`config.mk`:
```
export PLATFORM = sky130hd
export DESIGN_NAME = flash_axi_read_bridge_flat
export DESIGN_NICKNAME = d
export VERILOG_FILES = /design/src/rtl/flash_axi_read_bridge_if.sv /design/src/rtl/flash_axi_read_bridge.sv /design/src/flat_wrapper.sv
export SDC_FILE = /design/constraint.sdc
export NUM_CORES = 1
export LEC_CHECK = 0
export BUFFER_PORTS_ARGS = -buffer_cell sky130_fd_sc_hd__buf_2
export CAP_MARGIN = 10
export CORE_MARGIN = 3
export CORE_UTILIZATION = 50
export DETAILED_ROUTE_END_ITERATION = 10
export PLACE_DENSITY = 0.86
export SYNTH_ARGS = -nofsm -noshare
export SYNTH_HDL_FRONTEND = slang
export SYNTH_SLANG_ARGS = --single-unit
```
`constraint.sdc`:
```
create_clock -name clock -period 17.37 [get_ports clock]
set_input_delay 3.474 -clock clock [delete_from_list [all_inputs] [get_ports clock]]
set_output_delay 3.474 -clock clock [all_outputs]
set_load 0.03 [all_outputs]
```
`src/rtl/flash_axi_read_bridge_if.sv`:
```
// ---------------------------------------------------------------------------
// flash_axi_read_bridge_if
// AXI4 read-only bus bundle (AR + R channels) between a read master and the
// flash read bridge.
//   AR: arvalid/arready handshake, araddr, arid, arlen, arsize, arburst
//   R : rvalid/rready handshake, rdata (64b), rid, rresp, rlast
// Modports:
//   master - drives AR payload and rready, observes arready and R payload
//   slave  - the bridge side (mirror of master)
// ---------------------------------------------------------------------------
interface flash_axi_read_bridge_if #(
  parameter int ID_W = 4
);
  logic            arvalid;
  logic            arready;
  logic [31:0]     araddr;
  logic [ID_W-1:0] arid;
  logic [7:0]      arlen;
  logic [2:0]      arsize;
  logic [1:0]      arburst;

  logic            rvalid;
  logic            rready;
  logic [63:0]     rdata;
  logic [ID_W-1:0] rid;
  logic [1:0]      rresp;
  logic            rlast;

  modport master (
    output arvalid, araddr, arid, arlen, arsize, arburst, rready,
    input  arready, rvalid, rdata, rid, rresp, rlast
  );

  modport slave (
    input  arvalid, araddr, arid, arlen, arsize, arburst, rready,
    output arready, rvalid, rdata, rid, rresp, rlast
  );
endinterface

```
`src/rtl/flash_axi_read_bridge.sv`:
```
// ---------------------------------------------------------------------------
// flash_axi_read_bridge
// AXI4 read-only slave in front of a flash model. Each AR burst is broken
// into single-beat flash reads; every beat costs ISSUE -> DATA -> RESP.
// Ports:
//   clock, reset  - sole clock, asynchronous active-high reset
//   axi           - AXI4 AR/R channels (slave modport)
//   flash_r_en    - one-cycle flash read strobe (high only during ISSUE)
//   flash_r_addr  - 8-byte aligned flash byte offset
//   flash_r_data  - flash word, valid the cycle after flash_r_en (DATA)
// Beats outside [FLASH_BASE, FLASH_BASE+FLASH_SIZE) return SLVERR with zero
// data and do not touch the flash.
// ---------------------------------------------------------------------------
module flash_axi_read_bridge #(
  parameter int          ID_W       = 4,
  parameter logic [31:0] FLASH_BASE = 32'h1000_0000,
  parameter logic [31:0] FLASH_SIZE = 32'h0040_0000
) (
  input  logic                    clock,
  input  logic                    reset,
  flash_axi_read_bridge_if.slave  axi,
  output logic                    flash_r_en,
  output logic [31:0]             flash_r_addr,
  input  logic [63:0]             flash_r_data
);

  typedef enum logic [1:0] {
    IDLE  = 2'd0,
    ISSUE = 2'd1,
    DATA  = 2'd2,
    RESP  = 2'd3
  } state_t;

  localparam logic [1:0] BURST_FIXED = 2'b00;
  localparam logic [1:0] BURST_INCR  = 2'b01;
  localparam logic [1:0] BURST_WRAP  = 2'b10;

  state_t          state_q, state_d;
  logic [31:0]     addr_q, addr_d;
  logic [ID_W-1:0] id_q, id_d;
  logic [7:0]      len_q, len_d;
  logic [2:0]      size_q, size_d;
  logic [1:0]      burst_q, burst_d;
  logic [7:0]      beat_cnt_q, beat_cnt_d;
  logic            in_range_q, in_range_d;
  logic            arready_q, arready_d;
  logic            rvalid_q, rvalid_d;
  logic [63:0]     rdata_q, rdata_d;
  logic [ID_W-1:0] rid_q, rid_d;
  logic [1:0]      rresp_q, rresp_d;
  logic            rlast_q, rlast_d;
  logic            flash_r_en_q, flash_r_en_d;
  logic [31:0]     flash_r_addr_q, flash_r_addr_d;

  logic [31:0]     step_s;
  logic [31:0]     wrap_mask_s;
  logic [31:0]     next_addr_s;

  // Range check on the 8-byte aligned beat address; 33-bit compare so the
  // top of the window cannot overflow.
  function automatic logic in_flash(input logic [31:0] a);
    logic [32:0] al;
    al = {1'b0, a[31:3], 3'b000};
    return (al >= {1'b0, FLASH_BASE}) &&
           (al < ({1'b0, FLASH_BASE} + {1'b0, FLASH_SIZE}));
  endfunction

  function automatic logic [31:0] flash_off(input logic [31:0] a);
    logic [31:0] d;
    d = {a[31:3], 3'b000} - FLASH_BASE;
    return {d[31:3], 3'b000};
  endfunction

  // WRAP with an illegal length degrades to INCR; reserved 11 is INCR.
  function automatic logic [1:0] eff_burst(input logic [1:0] b, input logic [7:0] l);
    logic [1:0] r;
    case (b)
      BURST_FIXED: r = BURST_FIXED;
      BURST_WRAP:  r = ((l == 8'd1) || (l == 8'd3) || (l == 8'd7) || (l == 8'd15))
                       ? BURST_WRAP : BURST_INCR;
      default:     r = BURST_INCR;
    endcase
    return r;
  endfunction

  // Address of the following beat for the latched burst type.
  always_comb begin
    step_s      = 32'd1 << size_q;
    wrap_mask_s = (({24'd0, len_q} + 32'd1) << size_q) - 32'd1;
    case (burst_q)
      BURST_FIXED: next_addr_s = addr_q;
      BURST_WRAP:  next_addr_s = (addr_q & ~wrap_mask_s) | ((addr_q + step_s) & wrap_mask_s);
      default:     next_addr_s = addr_q + step_s;
    endcase
  end

  // FSM next-state and output computation. The flash strobe is scheduled on
  // the transition into ISSUE so it is high exactly during ISSUE and the
  // flash word is present during DATA.
  always_comb begin
    state_d        = state_q;
    addr_d         = addr_q;
    id_d           = id_q;
    len_d          = len_q;
    size_d         = size_q;
    burst_d        = burst_q;
    beat_cnt_d     = beat_cnt_q;
    in_range_d     = in_range_q;
    arready_d      = arready_q;
    rvalid_d       = rvalid_q;
    rdata_d        = rdata_q;
    rid_d          = rid_q;
    rresp_d        = rresp_q;
    rlast_d        = rlast_q;
    flash_r_en_d   = 1'b0;
    flash_r_addr_d = flash_r_addr_q;

    case (state_q)
      IDLE: begin
        arready_d = 1'b1;
        if (axi.arvalid && arready_q) begin
          arready_d    = 1'b0;
          addr_d       = axi.araddr;
          id_d         = axi.arid;
          len_d        = axi.arlen;
          size_d       = axi.arsize;
          burst_d      = eff_burst(axi.arburst, axi.arlen);
          beat_cnt_d   = 8'd0;
          in_range_d   = in_flash(axi.araddr);
          flash_r_en_d = in_flash(axi.araddr);
          if (in_flash(axi.araddr)) begin
            flash_r_addr_d = flash_off(axi.araddr);
          end else begin
            flash_r_addr_d = flash_r_addr_q;
          end
          state_d = ISSUE;
        end else begin
          state_d = IDLE;
        end
      end
      ISSUE: begin
        state_d = DATA;
      end
      DATA: begin
        if (in_range_q) begin
          rdata_d = flash_r_data;
          rresp_d = 2'b00;
        end else begin
          rdata_d = 64'd0;
          rresp_d = 2'b10;
        end
        rid_d    = id_q;
        rlast_d  = (beat_cnt_q == len_q);
        rvalid_d = 1'b1;
        state_d  = RESP;
      end
      RESP: begin
        if (rvalid_q && axi.rready) begin
          rvalid_d = 1'b0;
          if (rlast_q) begin
            arready_d = 1'b1;
            state_d   = IDLE;
          end else begin
            beat_cnt_d   = beat_cnt_q + 8'd1;
            addr_d       = next_addr_s;
            in_range_d   = in_flash(next_addr_s);
            flash_r_en_d = in_flash(next_addr_s);
            if (in_flash(next_addr_s)) begin
              flash_r_addr_d = flash_off(next_addr_s);
            end else begin
              flash_r_addr_d = flash_r_addr_q;
            end
            state_d = ISSUE;
          end
        end else begin
          state_d = RESP;
        end
      end
      default: begin
        arready_d = 1'b0;
        rvalid_d  = 1'b0;
        state_d   = IDLE;
      end
    endcase
  end

  // State and registered outputs; reset aborts any burst in flight.
  always_ff @(posedge clock or posedge reset) begin
    if (reset) begin
      state_q        <= IDLE;
      addr_q         <= 32'd0;
      id_q           <= '0;
      len_q          <= 8'd0;
      size_q         <= 3'd0;
      burst_q        <= 2'b00;
      beat_cnt_q     <= 8'd0;
      in_range_q     <= 1'b0;
      arready_q      <= 1'b0;
      rvalid_q       <= 1'b0;
      rdata_q        <= 64'd0;
      rid_q          <= '0;
      rresp_q        <= 2'b00;
      rlast_q        <= 1'b0;
      flash_r_en_q   <= 1'b0;
      flash_r_addr_q <= 32'd0;
    end else begin
      state_q        <= state_d;
      addr_q         <= addr_d;
      id_q           <= id_d;
      len_q          <= len_d;
      size_q         <= size_d;
      burst_q        <= burst_d;
      beat_cnt_q     <= beat_cnt_d;
      in_range_q     <= in_range_d;
      arready_q      <= arready_d;
      rvalid_q       <= rvalid_d;
      rdata_q        <= rdata_d;
      rid_q          <= rid_d;
      rresp_q        <= rresp_d;
      rlast_q        <= rlast_d;
      flash_r_en_q   <= flash_r_en_d;
      flash_r_addr_q <= flash_r_addr_d;
    end
  end

  assign axi.arready   = arready_q;
  assign axi.rvalid    = rvalid_q;
  assign axi.rdata     = rdata_q;
  assign axi.rid       = rid_q;
  assign axi.rresp     = rresp_q;
  assign axi.rlast     = rlast_q;
  assign flash_r_en    = flash_r_en_q;
  assign flash_r_addr  = flash_r_addr_q;

endmodule

```
`src/flat_wrapper.sv`:
```
// flat-port wrapper written by rule: the top's interface ports become plain ports
module flash_axi_read_bridge_flat 
#(
  parameter int          ID_W       = 4,
  parameter logic [31:0] FLASH_BASE = 32'h1000_0000,
  parameter logic [31:0] FLASH_SIZE = 32'h0040_0000
)
  (clock, reset, flash_r_en, flash_r_addr, flash_r_data, axi_arvalid, axi_araddr, axi_arid, axi_arlen, axi_arsize, axi_arburst, axi_rready, axi_arready, axi_rvalid, axi_rdata, axi_rid, axi_rresp, axi_rlast);
  flash_axi_read_bridge_if #(.ID_W(ID_W)) axi_i ();
  input  logic clock;
  input  logic reset;
  output logic flash_r_en;
  output logic [31:0] flash_r_addr;
  input  logic [63:0] flash_r_data;
  input wire logic [$bits(axi_i.arvalid)-1:0] axi_arvalid;
  input wire logic [$bits(axi_i.araddr)-1:0] axi_araddr;
  input wire logic [$bits(axi_i.arid)-1:0] axi_arid;
  input wire logic [$bits(axi_i.arlen)-1:0] axi_arlen;
  input wire logic [$bits(axi_i.arsize)-1:0] axi_arsize;
  input wire logic [$bits(axi_i.arburst)-1:0] axi_arburst;
  input wire logic [$bits(axi_i.rready)-1:0] axi_rready;
  output wire logic [$bits(axi_i.arready)-1:0] axi_arready;
  output wire logic [$bits(axi_i.rvalid)-1:0] axi_rvalid;
  output wire logic [$bits(axi_i.rdata)-1:0] axi_rdata;
  output wire logic [$bits(axi_i.rid)-1:0] axi_rid;
  output wire logic [$bits(axi_i.rresp)-1:0] axi_rresp;
  output wire logic [$bits(axi_i.rlast)-1:0] axi_rlast;
  assign axi_i.arvalid = axi_arvalid;
  assign axi_i.araddr = axi_araddr;
  assign axi_i.arid = axi_arid;
  assign axi_i.arlen = axi_arlen;
  assign axi_i.arsize = axi_arsize;
  assign axi_i.arburst = axi_arburst;
  assign axi_i.rready = axi_rready;
  assign axi_arready = axi_i.arready;
  assign axi_rvalid = axi_i.rvalid;
  assign axi_rdata = axi_i.rdata;
  assign axi_rid = axi_i.rid;
  assign axi_rresp = axi_i.rresp;
  assign axi_rlast = axi_i.rlast;
  flash_axi_read_bridge #(.ID_W(ID_W), .FLASH_BASE(FLASH_BASE), .FLASH_SIZE(FLASH_SIZE)) u_core (.clock(clock), .reset(reset), .axi(axi_i), .flash_r_en(flash_r_en), .flash_r_addr(flash_r_addr), .flash_r_data(flash_r_data));
endmodule
```
==> flow_metrics.env <==
export IMPL_vias=9305
export IMPL_synth_distinct_cells=82
export IMPL_clockRootBuffer="clkbuf_16"
export IMPL_syn_avg_cell_area_sq_um=8.52
export IMPL_cts_buffers=17
export IMPL_internal_power_mw=1.28
export IMPL_hold_path_class="reg -> reg"
export IMPL_power_frac_seq_pct=29.0
export IMPL_hold_depth=1
export IMPL_power_frac_comb_pct=56.0
export IMPL_start_util_pct=52.0
export IMPL_dieArea_sq_um=21600
export IMPL_ys_flop_type="dfrtp_1"
export IMPL_status="complete, no violations"
export IMPL_clock_latency_ns=0.43
export IMPL_min_delay_start="u_core.flash_r_addr[23]$_DFFE_PP0P_"
export IMPL_maxSlewHeadroom_pct=24.9
export IMPL_cts_tree="built"
export IMPL_antenna_found_initial=0
export IMPL_dpl_hpwl_mm=19.8
export IMPL_totalWireLength_mm=28.0
export IMPL_setup_worst_path_class="reg -> reg"
export IMPL_clkSinkCount=162
export IMPL_n_antenna_cell=0
export IMPL_core_area_sq_um=19100
export IMPL_dr_pass1_iters=6
export IMPL_timing_rr_start="u_core.size_q[1]$_DFFE_PP0P_"
export IMPL_synth_async_reset_ratio_pct=100
export IMPL_synthesis_area_sq_um=9960
export IMPL_leakagePower_nw=5.38
export IMPL_slew_viol_final=0
export IMPL_maxCapViolations=0
export IMPL_portBuffers=218
export IMPL_cpMaxStageDelayCell="a31oi_4"
export IMPL_finalSetupViolCount=0
export IMPL_ys_seq_area_share_pct=40.7
export IMPL_peakVddDrop_mv=0.135
export IMPL_cts_resized=0
export IMPL_routedWlPerCell_um=17.4
export IMPL_area_delta_synth_final_pct=17.3
export IMPL_hold_violations=0
export IMPL_min_period_over_period_pct=40.5
export IMPL_fin_total_pwr_mw=2.60
export IMPL_holdPathEnd="u_core.flash_r_addr[23]$_DFFE_PP0P_"
export IMPL_synth_cells=1169
export IMPL_startpoint_type="flip-flop"
export IMPL_clk_pin_slew_worst_paths_ns=0.07
export IMPL_drive_above_1_share_pct=22.5
export IMPL_r2r_slack_ns=10.34
export IMPL_grt_pass1_vias=8685
export IMPL_yosysWarnings=0
export IMPL_p_per_area_nw_per_um2=223
export IMPL_ys_ff_latch=162
export IMPL_fmax_mhz=142
export IMPL_final_nets=1475
export IMPL_cp_max_fo=29
export IMPL_gp_congestion=1.02
export IMPL_die_x_um=147
export IMPL_rsz0062_at_grt="no"
export IMPL_holdBufCountCts=0
export IMPL_switching_power_mw=1.32
export IMPL_die_y_um=147
export IMPL_pin_count=223
export IMPL_required_ns=17.68
export IMPL_cts_max_level=4
export IMPL_crit_path_frequent_cell="nand2_1"
export IMPL_worstRegToRegCells=19
export IMPL_num_rows=50
export IMPL_post_cts_buffers=0
export IMPL_gr_total_overflow=0
export IMPL_vias_per_cell=5.78
export IMPL_fin_crit_ns=7.03
export IMPL_grt_pass1_wl_mm=44.7
export IMPL_grt_max_degree=100
export IMPL_reg2reg_to="u_core.flash_r_addr[16]$_DFFE_PP0P_"
export IMPL_drt_iter0_markers=895
export IMPL_drcViolationCount=0
export IMPL_grt_usage_pct=25.0
export IMPL_cp_cell_sequence="clkinv_1 > nand2_1 > nor2_1 > ha_1 > a211oi_1 > o211ai_1 > a31o_2 > nand2_1 > or2_2 > o31ai_1 > nand2_1 > xor2_1 > ha_1 > nand4_1 > nor4_1 > and4_1 > nand4_1 > a31oi_4 > mux2_1"
export IMPL_tightest_slew_ns=1.13
export IMPL_cts_max_path_buffers=2
export IMPL_tns_ns=0
export IMPL_clock_power_share_pct=15.0
export IMPL_crit_path_max_incr_delay_ns=0.98
export IMPL_synth_edf_count=0
export IMPL_fin_skew_ns=0.0105
export IMPL_swShare_pct=50.9
export IMPL_end_kind="flip-flop"
export IMPL_crit_arrival_ns=7.35
export IMPL_antenna_left=0
[area by class of cell]
class	instances	area [sq um]
fillers	1591	7460
multi-input cells	830	5180
flip-flops and latches	162	4050
repair buffers	223	1130
clock buffers	18	429
inverters	104	395
well taps	260	325
clock inverters	14	169
[power groups by stage]
stage	logic, mW	registers (mW)	clock network, mW
final	1.46	0.755	0.390
after global routing	1.58	0.784	0.408
after CTS	1.44	0.749	0.395
after detailed placement	1.42	0.752	0
after global placement	1.39	0.742	0
after floorplan	0.918	0.899	0
[cells by family (layout without fill, tap and decap cells)]
kind of cell | count (synthesis) | after routing | synth area share [%]
DFF | 162 | 162 | 40.7
adders and majority gates | 20 | 20 | 2.59
AOI/OAI and AO/OA | 290 | 290 | 18.2
muxes | 68 | 68 | 7.32
and+or+nand+nor | 404 | 404 | 19.7
buffers and inverters | 180 | 359 | 7.54
other | 1 | 4 | 0.0377
xor gates and xnor gates | 44 | 44 | 3.94
[critical path: cells and delay by family (launching register included)]
family | cells | cell delay, ns
compound gates | 5 | 2.18
simple gates | 9 | 1.91
flops | 1 | 0.89
fa+ha+maj | 2 | 0.61
buf+inv | 1 | 0.50
xor+xnor | 1 | 0.39
mux | 1 | 0.39
[metal layers]
layer  wire [um]  vias to the layer above  global-route usage, %
met4         748                        0                   8.71
met1       11800                     4323                   33.5
li1            -                     4414                      -
met2       13100                      502                   41.1
met5           0                        -                      0
met3        2300                       66                   4.60
[how the worst max path moves through the flow]
stage	depth (start not counted)	endpoint	slack, ns	from
2_1_floorplan	1	u_core.addr_q[0]$_DFFE_PP0P_	9.52	reset
3_3_place_gp	9	u_core.flash_r_addr[7]$_DFFE_PP0P_	10.91	axi_araddr[6]
3_5_place_dp	19	u_core.flash_r_addr[22]$_DFFE_PP0P_	10.70	u_core.size_q[1]$_DFFE_PP0P_
4_1_cts	19	u_core.flash_r_addr[16]$_DFFE_PP0P_	10.53	u_core.size_q[1]$_DFFE_PP0P_
5_1_grt	19	u_core.flash_r_addr[22]$_DFFE_PP0P_	10.04	u_core.size_q[1]$_DFFE_PP0P_
6_report	19	u_core.flash_r_addr[16]$_DFFE_PP0P_	10.34	u_core.size_q[1]$_DFFE_PP0P_
[synthesized netlist by cell type, types with 3 or more instances]
cell type,instances,area (sq um)
buf_2,9,45.0
o31ai_1,13,97.6
nor4_1,13,81.3
a31o_2,5,43.8
inv_1,103,387
nand4b_1,4,35.0
mux2_2,23,259
o311ai_0,3,26.3
nor3_1,21,105
a211o_1,6,52.6
mux2i_1,29,290
or2_2,3,18.8
o22ai_1,6,37.5
clkbuf_1,49,184
o21a_1,5,37.5
nor2b_1,5,31.3
nand2_1,184,691
and2_1,6,37.5
a31oi_1,11,68.8
o211ai_1,12,90.1
and3_1,10,62.6
a211oi_1,5,37.5
buf_1,5,18.8
or3_1,9,56.3
or4_1,8,60.1
ha_1,19,238
nor4b_1,3,26.3
nand4_1,19,119
nor2_1,65,244
mux2_1,16,180
a21oi_1,65,325
o21ai_0,115,576
and4_1,5,43.8
nor3b_1,5,37.5
buf_4,10,75.1
dfrtp_1,162,4050
xnor2_1,25,219
nand2b_1,9,56.3
a21o_1,8,60.1
nand3_1,22,110
xor2_1,18,158
[sequential cells by signal, summed over array words and instances (netlist names)]
signal and count:
u_core.axi.rresp 1, u_core.axi.rvalid 1, u_core.flash_r_en 1, u_core.flash_r_addr 29, u_core.beat_cnt_q 8, u_core.addr_q 32, u_core.size_q 3, u_core.id_q 4
u_core.axi.rid 4, u_core.burst_q 2, u_core.axi.rlast 1, u_core.axi.arready 1, u_core.axi.rdata 64, u_core.len_q 8, u_core.state_q 2, u_core.in_range_q 1
[placed cells by master, fill, tap and decap left out, types with 6 or more instances in the layout]
master	count
nor2_1	65
nand4_1	19
mux2_2	23
and3_1	10
nand2_1	184
or4_1	8
a211o_1	6
clkbuf_16	17
mux2_1	16
a21oi_1	65
nand2b_1	9
a31oi_1	11
ha_1	17
buf_2	218
or3_1	9
mux2i_1	29
a21o_1	8
nand3_1	22
xnor2_1	25
inv_1	102
o211ai_1	12
dfrtp_1	162
o31ai_1	13
nor3_1	21
nor4_1	13
xor2_1	18
o21ai_0	115
o22ai_1	6
[metrics by stage]
stage,setup slack (ns),hold slack [ns],area [sq um],utilization [%],instances
after floorplan,9.52,0.441,9970,-,1172
after global placement,10.91,0.466,11100,57.9,1579
after detailed placement,10.70,0.469,11100,57.9,1579
after CTS,10.53,0.486,11700,61.0,1611
after global routing,10.04,0.509,11700,61.0,1611
final,10.34,0.480,11700,61.0,1611
(Power assumes the default switching activity.)
